--- src/rtl/udar_pkg.sv ---
// Shared types and constants for the UDAR grid-scan scheduler.
package udar_pkg;

  localparam int unsigned POS_LEN         = 8;
  localparam int unsigned CAP_LEN         = 16;
  localparam int unsigned SETTLE_LEN      = 16;
  localparam int unsigned TICK_DIV_DEF    = 50;
  localparam int unsigned RANGE_TO_US_DEF = 1300;

  localparam logic [POS_LEN-1:0] PARK_POS = POS_LEN'(150);

  typedef enum logic [2:0] {
    S_IDLE,
    S_MOVE,
    S_SETTLE,
    S_TRIG,
    S_WAIT,
    S_EMIT,
    S_STEP,
    S_DONE
  } state_t;

  typedef struct packed {
    logic [POS_LEN-1:0] x;
    logic [POS_LEN-1:0] y;
    logic [CAP_LEN-1:0] len;
    logic               to;
  } rec_t;

  // A window is usable when both axes are ordered and the step is non-zero.
  function automatic logic cfg_valid(input logic [POS_LEN-1:0] x_min,
                                     input logic [POS_LEN-1:0] x_max,
                                     input logic [POS_LEN-1:0] y_min,
                                     input logic [POS_LEN-1:0] y_max,
                                     input logic [POS_LEN-1:0] step);
    return (x_min <= x_max) && (y_min <= y_max) && (step != '0);
  endfunction

endpackage

--- src/rtl/udar_us_timer.sv ---
// Microsecond timer: TICK_DIV clock divider feeding a us counter with clear and compare.
module udar_us_timer #(
  parameter int unsigned TICK_DIV = 50,
  parameter int unsigned CNT_W    = 16
) (
  input  logic             clk,
  input  logic             rst_i,
  input  logic             clr,
  input  logic             en,
  input  logic [CNT_W-1:0] cmp,
  output logic             hit_c
);

  localparam int unsigned DIV_W = (TICK_DIV > 1) ? $clog2(TICK_DIV) : 1;

  logic [DIV_W-1:0] r_div;
  logic [CNT_W-1:0] r_us;
  logic             w_tick;

  assign w_tick = (r_div == DIV_W'(TICK_DIV - 1));
  assign hit_c  = (r_us == cmp);

  // Divider and us count; clear restarts both so the first tick is a full microsecond.
  always_ff @(posedge clk or posedge rst_i) begin
    if (rst_i) begin
      r_div <= '0;
      r_us  <= '0;
    end else if (clr) begin
      r_div <= '0;
      r_us  <= '0;
    end else if (en) begin
      if (w_tick) begin
        r_div <= '0;
        r_us  <= r_us + CNT_W'(1);
      end else begin
        r_div <= r_div + DIV_W'(1);
      end
    end
  end

endmodule

--- src/rtl/udar_scan_sched.sv ---
// Grid-scan scheduler: steps servo X/Y over a window, settles, ranges and emits one record per point.
// Build option: define SCAN_SERPENTINE_EN for boustrophedon order (raster otherwise).
module udar_scan_sched
  import udar_pkg::*;
#(
  parameter int unsigned TICK_DIV    = TICK_DIV_DEF,
  parameter int unsigned RANGE_TO_US = RANGE_TO_US_DEF
) (
  input  logic                  clk,
  input  logic                  rst_i,
  input  logic                  start,
  input  logic                  abort,
  input  logic [POS_LEN-1:0]    cfg_x_min,
  input  logic [POS_LEN-1:0]    cfg_x_max,
  input  logic [POS_LEN-1:0]    cfg_y_min,
  input  logic [POS_LEN-1:0]    cfg_y_max,
  input  logic [POS_LEN-1:0]    cfg_step,
  input  logic [SETTLE_LEN-1:0] cfg_settle,
  output logic                  busy,
  output logic                  done,
  output logic                  cfg_err,
  output logic [POS_LEN-1:0]    pos_x,
  output logic [POS_LEN-1:0]    pos_y,
  output logic                  rng_en,
  input  logic                  rng_done,
  input  logic [CAP_LEN-1:0]    rng_len,
  output logic                  rec_valid,
  input  logic                  rec_ready,
  output logic [POS_LEN-1:0]    rec_x,
  output logic [POS_LEN-1:0]    rec_y,
  output logic [CAP_LEN-1:0]    rec_len,
  output logic                  rec_to
);

  state_t                r_state, w_nxt;
  logic [POS_LEN-1:0]    r_x_min, r_x_max, r_y_max, r_step;
  logic [SETTLE_LEN-1:0] r_settle;
  logic [POS_LEN-1:0]    r_pos_x, r_pos_y;
  rec_t                  r_rec;
  logic                  r_rec_valid, r_rng_en, r_done, r_cfg_err, r_busy;
  logic                  w_hit, w_tmr_clr, w_tmr_en, w_cfg_ok, w_row_end, w_y_over;
  logic [SETTLE_LEN-1:0] w_cmp;
  logic [POS_LEN:0]      w_up, w_ny;
  logic [POS_LEN-1:0]    w_nx;
`ifdef SCAN_SERPENTINE_EN
  logic                  r_dir;
  logic [POS_LEN:0]      w_dn;
`endif

  udar_us_timer #(
    .TICK_DIV (TICK_DIV),
    .CNT_W    (SETTLE_LEN)
  ) u_timer (
    .clk   (clk),
    .rst_i (rst_i),
    .clr   (w_tmr_clr),
    .en    (w_tmr_en),
    .cmp   (w_cmp),
    .hit_c (w_hit)
  );

  // Timer control and next-grid-point arithmetic (one guard bit so overflow reads as "past max").
  always_comb begin
    w_tmr_clr = (r_state == S_MOVE) || (r_state == S_TRIG);
    w_tmr_en  = (r_state == S_SETTLE) || (r_state == S_WAIT);
    w_cmp     = (r_state == S_WAIT) ? SETTLE_LEN'(RANGE_TO_US) : r_settle;
    w_cfg_ok  = cfg_valid(cfg_x_min, cfg_x_max, cfg_y_min, cfg_y_max, cfg_step);
    w_up      = {1'b0, r_pos_x} + {1'b0, r_step};
    w_ny      = {1'b0, r_pos_y} + {1'b0, r_step};
    w_y_over  = (w_ny > {1'b0, r_y_max});
`ifdef SCAN_SERPENTINE_EN
    w_dn      = {1'b0, r_pos_x} - {1'b0, r_step};
    if (r_dir) begin
      w_row_end = w_dn[POS_LEN] || (w_dn[POS_LEN-1:0] < r_x_min);
      w_nx      = w_row_end ? r_pos_x : w_dn[POS_LEN-1:0];
    end else begin
      w_row_end = (w_up > {1'b0, r_x_max});
      w_nx      = w_row_end ? r_pos_x : w_up[POS_LEN-1:0];
    end
`else
    w_row_end = (w_up > {1'b0, r_x_max});
    w_nx      = w_row_end ? r_x_min : w_up[POS_LEN-1:0];
`endif
  end

  // State register.
  always_ff @(posedge clk or posedge rst_i) begin
    if (rst_i) r_state <= S_IDLE;
    else       r_state <= w_nxt;
  end

  // Next-state logic; abort overrides every transition.
  always_comb begin
    w_nxt = r_state;
    case (r_state)
      S_IDLE:   if (start && w_cfg_ok) w_nxt = S_MOVE;
      S_MOVE:   w_nxt = S_SETTLE;
      S_SETTLE: if (w_hit) w_nxt = S_TRIG;
      S_TRIG:   w_nxt = S_WAIT;
      S_WAIT:   if (rng_done || w_hit) w_nxt = S_EMIT;
      S_EMIT:   if (rec_ready) w_nxt = S_STEP;
      S_STEP:   w_nxt = (w_row_end && w_y_over) ? S_DONE : S_MOVE;
      S_DONE:   w_nxt = S_IDLE;
      default:  w_nxt = S_IDLE;
    endcase
    if (abort) w_nxt = S_IDLE;
  end

  // Registered outputs, latched config, current point and record capture.
  always_ff @(posedge clk or posedge rst_i) begin
    if (rst_i) begin
      r_x_min     <= '0;
      r_x_max     <= '0;
      r_y_max     <= '0;
      r_step      <= '0;
      r_settle    <= '0;
      r_pos_x     <= PARK_POS;
      r_pos_y     <= PARK_POS;
      r_rec       <= '0;
      r_rec_valid <= 1'b0;
      r_rng_en    <= 1'b0;
      r_done      <= 1'b0;
      r_cfg_err   <= 1'b0;
      r_busy      <= 1'b0;
`ifdef SCAN_SERPENTINE_EN
      r_dir       <= 1'b0;
`endif
    end else begin
      r_rng_en    <= (w_nxt == S_TRIG);
      r_done      <= (w_nxt == S_DONE);
      r_busy      <= (w_nxt != S_IDLE);
      r_rec_valid <= (w_nxt == S_EMIT);
      r_cfg_err   <= (r_state == S_IDLE) && start && !abort && !w_cfg_ok;
      case (r_state)
        S_IDLE: begin
`ifdef SCAN_SERPENTINE_EN
          r_dir <= 1'b0;
`endif
          if (w_nxt == S_MOVE) begin
            r_x_min  <= cfg_x_min;
            r_x_max  <= cfg_x_max;
            r_y_max  <= cfg_y_max;
            r_step   <= cfg_step;
            r_settle <= cfg_settle;
            r_pos_x  <= cfg_x_min;
            r_pos_y  <= cfg_y_min;
          end
        end
        S_WAIT: begin
          if (w_nxt == S_EMIT) begin
            r_rec.x   <= r_pos_x;
            r_rec.y   <= r_pos_y;
            r_rec.len <= rng_done ? rng_len : '1;
            r_rec.to  <= !rng_done;
          end
        end
        S_STEP: begin
          if (w_nxt == S_MOVE) begin
            r_pos_x <= w_nx;
            if (w_row_end) begin
              r_pos_y <= w_ny[POS_LEN-1:0];
`ifdef SCAN_SERPENTINE_EN
              r_dir   <= !r_dir;
`endif
            end
          end
        end
        default: ;
      endcase
      if ((w_nxt == S_IDLE) || (w_nxt == S_DONE)) begin
        r_pos_x <= PARK_POS;
        r_pos_y <= PARK_POS;
      end
    end
  end

  assign busy      = r_busy;
  assign done      = r_done;
  assign cfg_err   = r_cfg_err;
  assign pos_x     = r_pos_x;
  assign pos_y     = r_pos_y;
  assign rng_en    = r_rng_en;
  assign rec_valid = r_rec_valid;
  assign rec_x     = r_rec.x;
  assign rec_y     = r_rec.y;
  assign rec_len   = r_rec.len;
  assign rec_to    = r_rec.to;

endmodule

--- config.mk ---
export PLATFORM = sky130hd
export DESIGN_NAME = udar_scan_sched
export DESIGN_NICKNAME = d
export VERILOG_FILES = /design/src/rtl/udar_pkg.sv /design/src/rtl/udar_us_timer.sv /design/src/rtl/udar_scan_sched.sv
export SDC_FILE = /design/constraint.sdc
export NUM_CORES = 1
export LEC_CHECK = 0
export ABC_AREA = 1
export CAP_MARGIN = 40
export CORE_ASPECT_RATIO = 0.7
export CORE_MARGIN = 3
export CORE_UTILIZATION = 60
export DETAILED_ROUTE_END_ITERATION = 7
export DONT_BUFFER_PORTS = 1
export GPL_TIMING_DRIVEN = 0
export HOLD_SLACK_MARGIN = 0.06
export PLACE_DENSITY = 0.77
export SLEW_MARGIN = 5
export SYNTH_ARGS = -nofsm -noshare
export SYNTH_HDL_FRONTEND = slang
export SYNTH_SLANG_ARGS = --single-unit
export TNS_END_PERCENT = 20
--- constraint.sdc ---
create_clock -name clk -period 12.02 [get_ports clk]
set_clock_uncertainty 0.05 [all_clocks]
set_input_delay 3.005 -clock clk [delete_from_list [all_inputs] [get_ports clk]]
set_output_delay 3.005 -clock clk [all_outputs]
set_load 0.02 [all_outputs]
==> impl_metrics.ini, run 1 <==
[outcome]
outcome = finished, final reports clean

[finish]
final_common_cell = nand2_1
final_layout_size_suffix_gt1_frac = 0.123
fillCellCount = 991
final_util = 0.694
antennaDiodeCount = 0
nets = 1063
syn_to_final_growth_pct = 11.0
final_cell_mix = nand2_1, dfrtp_1, inv_1

[global_route]
antenna_found_initial = 0
grt_max_degree = 70
grtUsageTotal = 0.275
grt_pass1_wl_um = 30000
grt_pass1_vias = 5751
overflow = 0

[synthesis]
ys_seq_area_frac = 0.429
ys_async_sr_fraction = 1.00
ys_seq_elements = 127
synthFlopType = dfrtp_1
synth_cell_types = 44
syn_nets = 1043
syn_area_um2 = 7440
syn_inst = 912
postSynthAreaPerCell_um2 = 8.15
yosys_warnings = 0
synth_edf_count = 0

[pwr]
p_clk_frac = 0.316
p_sw_mw = 0.600
seqPwrFrac = 0.359
sw_frac_of_total = 0.372
power_density_nw_per_um2 = 196
power.internal_mw = 1.01
comb_power_share = 0.325
leakagePower_nw = 4.28
max-vdd-ir-drop_v = 0.000115

[clocking]
cts_resized = 0
cts.reportedPaths.clkPinSlew_ps = 60
cts_buffer_depth = 2
cts_tree = done
postCtsHoldBufs = 0
cts_setup_buffers = 0
cts-buffers-inserted = 17
clock_latency_ps = 420
htree_levels = 4
clock_sink_count = 127
ctsRootBufferMaster = clkbuf_16

[timing]
slew_violations = 0
rsz0062_at_grt = false
min_period_ps = 5240
whs_ps = 437
maxSlewHeadroom = 0.533
setup-violations-final = 0
hold_viol = 0
setup-tns-final_ps = 0
fmax_ghz = 0.191
tightest_slew_ps = 700
finalCritPeriodShare = 0.436

[floorplan]
die_x_um = 139
dieArea_um2 = 13800
core_area_um2 = 11900
start_util = 0.625
rows = 33
io_pins = 132
fp.dieH_um = 99.2

[drt]
final_antenna_net_count = 0
routed_wl_um = 18400
vias_per_cell = 5.57
wire_per_inst_um = 16.7
drt_pass1_iterations = 5
drc_errors = 0
drt_iter0_markers = 468
routed-via-count = 6141

[run]
cap_violations = 0

[worst_setup_path]
cp.required_ps = 12270
cp.arrival_ps = 5490
cp_cell_sequence = inv_1, ha_1, nand2_1, nor2_1, nand2_1, o211ai_1, o21ai_0, nand3_1, buf_2, buf_1, mux2_2
start_kind = input port
cpPeakStageDelay_ps = 570
end_kind = flip-flop
cp_slowest_cell = buf_1
critical_path_class = input port to flip-flop
crit_path_max_fanout = 10
critPathMostFrequentCell = nand2_1

[place]
hpwl_um = 14000
routabilityCongestion = 0.921
io_buffers = 0

[min_path]
hp-class = flip-flop to flip-flop
## cell usage after synthesis, types with 3 or more instances
library cell	n	area, um^2
a21oi_1	48	240
buf_1	3	11.3
buf_2	3	15.0
buf_4	3	22.5
buf_6	6	67.6
clkbuf_1	10	37.5
dfrtp_1	119	2980
dfstp_2	8	210
ha_1	51	638
inv_1	111	417
mux2_2	24	270
mux2i_1	4	40.0
nand2_1	237	890
nand2_2	4	25.0
nand2_4	4	45.0
nand3_1	67	335
nand3b_1	4	30.0
nand4_1	6	37.5
nor2_1	66	248
nor2_2	4	25.0
nor3_1	16	80.1
nor4_1	4	25.0
o211ai_1	4	30.0
o21ai_0	49	245
o21ai_1	3	15.0
o21ai_2	16	140
o22ai_1	5	31.3
or2_2	5	31.3
xor2_1	9	78.8
## layer usage
layer  vias to the layer above  wire length, um  track usage
met4                         0              360       0.0805
met1                      2824             8910        0.425
met5                         -                0            0
li1                       3017                -            -
met3                        30             1880       0.0827
met2                       270             7250        0.373
## state kept, by name, indices dropped and copies added, names as in the netlist, 3 cells and up
| signal | cells |
|---|---|
| pos_x | 8 |
| rec_y | 8 |
| r_y_max | 8 |
| u_timer.r_div | 6 |
| u_timer.r_us | 16 |
| r_x_min | 8 |
| r_step | 8 |
| r_state | 3 |
| r_x_max | 8 |
| pos_y | 8 |
| rec_x | 8 |
| r_settle | 16 |
| rec_len | 16 |
## power by group through the flow
stage	combinational (mW)	sequential (mW)	clock [mW]
detailed placement	0.517	0.583	0
global placement	0.499	0.582	0
CTS	0.521	0.578	0.518
global route	0.616	0.589	0.538
finish	0.525	0.580	0.510
floorplan	0.410	0.562	0
## final cells by class
cell class | instances | area (um^2) | area share
Tap cell | 157 | 196 | 0.0238
Timing Repair Buffer | 1 | 27.5 | 0.00334
Multi-Input combinational cell | 647 | 3670 | 0.445
Inverter | 112 | 425 | 0.0515
Buffer | 26 | 159 | 0.0193
Clock buffer | 18 | 439 | 0.0532
Sequential cell | 127 | 3190 | 0.386
Clock inverter | 14 | 148 | 0.0179
## cells by family after synthesis
family | after synthesis | share of synthesized area
and+or+nand+nor | 423 | 0.246
xor gates and xnor gates | 10 | 0.0118
buffers and inverters | 138 | 0.0779
AOI/OAI and AO/OA | 133 | 0.102
DFF | 127 | 0.429
muxes | 28 | 0.0417
adders and majority gates | 53 | 0.0912
## critical path, delay by kind of cell
kind | cells | cell delay (ps)
multiplexers | 1 | 410
AND/OR/NAND/NOR | 4 | 570
AO/OA/AOI/OAI | 2 | 340
adder cells (fa/ha/maj) | 1 | 300
buffers and inverters | 3 | 870
## stage by stage
| stage | worst slack (ps) | instances | cell area [um^2] | power, mW |
|---|---|---|---|---|
| floorplan | 5590 | 912 | 7440 | 0.972 |
| global placement | 4240 | 1069 | 7630 | 1.08 |
| detailed placement | 6400 | 1070 | 7670 | 1.10 |
| CTS | 6840 | 1102 | 8250 | 1.62 |
| global route | 6630 | 1102 | 8250 | 1.74 |
| finish | 6780 | 1102 | 8250 | 1.62 |
## worst paths after layout
kind,startpoint,to,slack [ps],cells after the start
setup reg to reg,pos_y[0],pos_x[1],7900,26
setup / recovery,cfg_x_max[7],r_step[2],6780,11
max in group asynchronous,rst_i,r_x_max[0],8740,2
hold / removal,r_y_max[2],r_y_max[2],440,2
hold reg to reg,r_y_max[2],r_y_max[2],440,2
min in group asynchronous,rst_i,rec_len[14],2480,1
(Power assumes the default switching activity.)
==> run 2: changes to the inputs <==
==> constraint.sdc (replaced) <==
create_clock -name clk -period 5.4 [get_ports clk]
set_clock_uncertainty 0.05 [all_clocks]
set_input_delay 1.35 -clock clk [delete_from_list [all_inputs] [get_ports clk]]
set_output_delay 1.35 -clock clk [all_outputs]
set_load 0.02 [all_outputs]
==> results of run 2 <==
The final DEF is identical to that of run 1. Status: finished, final reports clean.
Among the figures that moved: setup slack after placement 6400 ps -> 1330 ps; setup slack after layout 6780 ps -> 1280 ps; start point of the critical path cfg_x_max[7] -> pos_y[0]; end point of the critical path r_step[2] -> pos_x[1]; register-to-register setup slack 7900 ps -> 1280 ps; total power 1.62 mW -> 3.60 mW; worst IR drop on VDD 0.000115 V -> 0.000255 V
==> run 3: changes to the inputs <==
--- a/config.mk
+++ b/config.mk
@@ -9,7 +9,7 @@
 export CAP_MARGIN = 40
 export CORE_ASPECT_RATIO = 0.7
 export CORE_MARGIN = 3
-export CORE_UTILIZATION = 60
+export CORE_UTILIZATION = 58
 export DETAILED_ROUTE_END_ITERATION = 7
 export DONT_BUFFER_PORTS = 1
 export GPL_TIMING_DRIVEN = 0
==> constraint.sdc (replaced) <==
create_clock -name clk -period 3.55 [get_ports clk]
set_clock_uncertainty 0.05 [all_clocks]
set_input_delay 0.8875 -clock clk [delete_from_list [all_inputs] [get_ports clk]]
set_output_delay 0.8875 -clock clk [all_outputs]
set_load 0.02 [all_outputs]
==> run 3 against run 2 <==
  * The run now ends with setup timing left
  * Sequential cell count unchanged
  * Clock power up 53%
  * First-iteration DRC count up 25%
  * Combinational power up 100%
  * Highest routed layer unchanged
==> impl_metrics.ini, run 3 (synthesized netlist as in run 1, its figures left out) <==
[outcome]
outcome = finished, violations left
violations = setup timing

[clocking]
cts_tree = done
cts.reportedPaths.clkPinSlew_ps = 60
cts_buffer_depth = 2
clock_latency_ps = 430
ctsRootBufferMaster = clkbuf_16
htree_levels = 4
postCtsHoldBufs = 0
clock_sink_count = 127
cts-buffers-inserted = 17

[place]
place_area_um2 = 7700
routabilityCongestion = 0.917
hpwl_um = 14500
dp_slack_ps = -598
io_buffers = 0
dp_cells = 1072

[drt]
wl_met2_um = 9540
top_layer = met4
wire_per_inst_um = 19.5
drt_pass1_iterations = 8
routed_wl_um = 22200
final_antenna_net_count = 0
vias_per_cell = 5.90
routed-via-count = 6721
m1WireLength_um = 9470
drc_errors = 0
dr_wl_met3_um = 2500
drt_iter0_markers = 586

[floorplan]
die_x_um = 141
dieArea_um2 = 14200
io_pins = 132
start_util = 0.615
core_area_um2 = 12100
fp.dieH_um = 101
rows = 33

[timing]
rsz0062_at_grt = true
fin_ws_ps = -260
hold_viol = 0
finalCritPeriodShare = 1.07
fmax_ghz = 0.262
whs_ps = 338
tightest_slew_ps = 711
slew_violations = 0
min_period_ps = 3810
maxSlewHeadroom = 0.526
setup-violations-final = 49

[global_route]
overflow = 0
grtUsageTotal = 0.305
grt_max_degree = 41
grt_pass1_wl_um = 33500
antenna_found_initial = 0
grt_pass1_vias = 6401

[finish]
antennaDiodeCount = 0
final_layout_size_suffix_gt1_frac = 0.245
final_common_cell = nand2_1
nets = 1101
syn_to_final_growth_pct = 22.3
design_area_um2 = 9090
final_cell_mix = nand2_1, dfrtp_1, inv_1
stdcell_count = 1140

[worst_setup_path]
end_kind = flip-flop
cp.arrival_ps = 4100
cp.required_ps = 3830
reg2reg_slack_ps = -260
worstReg2RegEnd = pos_x[6]
critical_path_class = flip-flop to flip-flop
start_kind = flip-flop
r2r_cells = 23
reg2reg_from = pos_y[1]
crit_path_max_fanout = 8

[pwr]
max-vdd-ir-drop_v = 0.000544
power_density_nw_per_um2 = 669
leakagePower_nw = 4.53

[run]
cap_violations = 0

[min_path]
hp-class = input port to asynchronous set/reset pin
run 3: worst max path at each step:
stage	cells after the start	slack, ps	end	start
final	23	-260	pos_x[6]	pos_y[1]
after global routing	24	-360	pos_x[6]	pos_y[3]
after CTS	25	-60	rec_y[6]	pos_y[0]
after detailed placement	24	-600	pos_y[3]	pos_y[0]
after global placement	24	-550	pos_y[3]	pos_y[0]
after floorplan	24	20	pos_y[3]	pos_y[0]
run 3: worst max-delay path, stage by stage, from the launching register on:
cell and delay, ps:
dfstp_2 670, fa_2 270, a21oi_2 60, o21bai_1 190, nand2_1 140, buf_6 150
buf_6 110, buf_4 120, buf_4 130, buf_4 120, buf_4 130, buf_4 130
buf_4 140, nor3_4 190, nor2_2 80, nand2_4 90, nand2_2 60, nand2_2 80
nand2_4 100, nand2_4 150, inv_4 60, nand2_2 170, nand2_1 120, a21oi_1 210
run 3: report_power, final:
part / internal [mW] / switching [mW] / leakage, nW / total (mW)
Combinational: 0.996 / 1.36 / 2.61 / 2.35
Clock: 1.01 / 0.731 / 0.276 / 1.74
Sequential: 1.72 / 0.272 / 1.64 / 1.99
run 3: metrics by stage:
step | util | power, mW | TNS, ps
after floorplan | - | 3.29 | 0
after global placement | 0.631 | 3.66 | -20250
after detailed placement | 0.636 | 3.74 | -23330
after CTS | 0.727 | 5.72 | -1670
after global routing | 0.752 | 6.44 | -15520
final | 0.752 | 6.08 | -8090
run 3: timing repair:
| action | in CTS | in global routing |
|---|---|---|
| setup endpoints to repair | 53 | 54 |
| gates cloned | 5 | 2 |
| buffers inserted | 23 | 9 |
| pin swaps | 23 | 41 |
| gates resized for setup | 79 | 56 |
run 3: area by class of cell:
type,count,area [um^2]
Timing Repair Buffer,38,388
Clock inverter,14,146
Multi-Input combinational cell,648,4120
Fill cell,854,3010
Inverter,112,427
Sequential cell,127,3190
Tap cell,157,196
Buffer,26,184
Clock buffer,18,439
run 3: per-layer routing:
metal | vias to the layer above | GRT usage
met3 | 69 | 0.115
met1 | 3167 | 0.428
li1 | 3090 | -
met5 | - | 0
met2 | 395 | 0.445
met4 | 0 | 0.0856
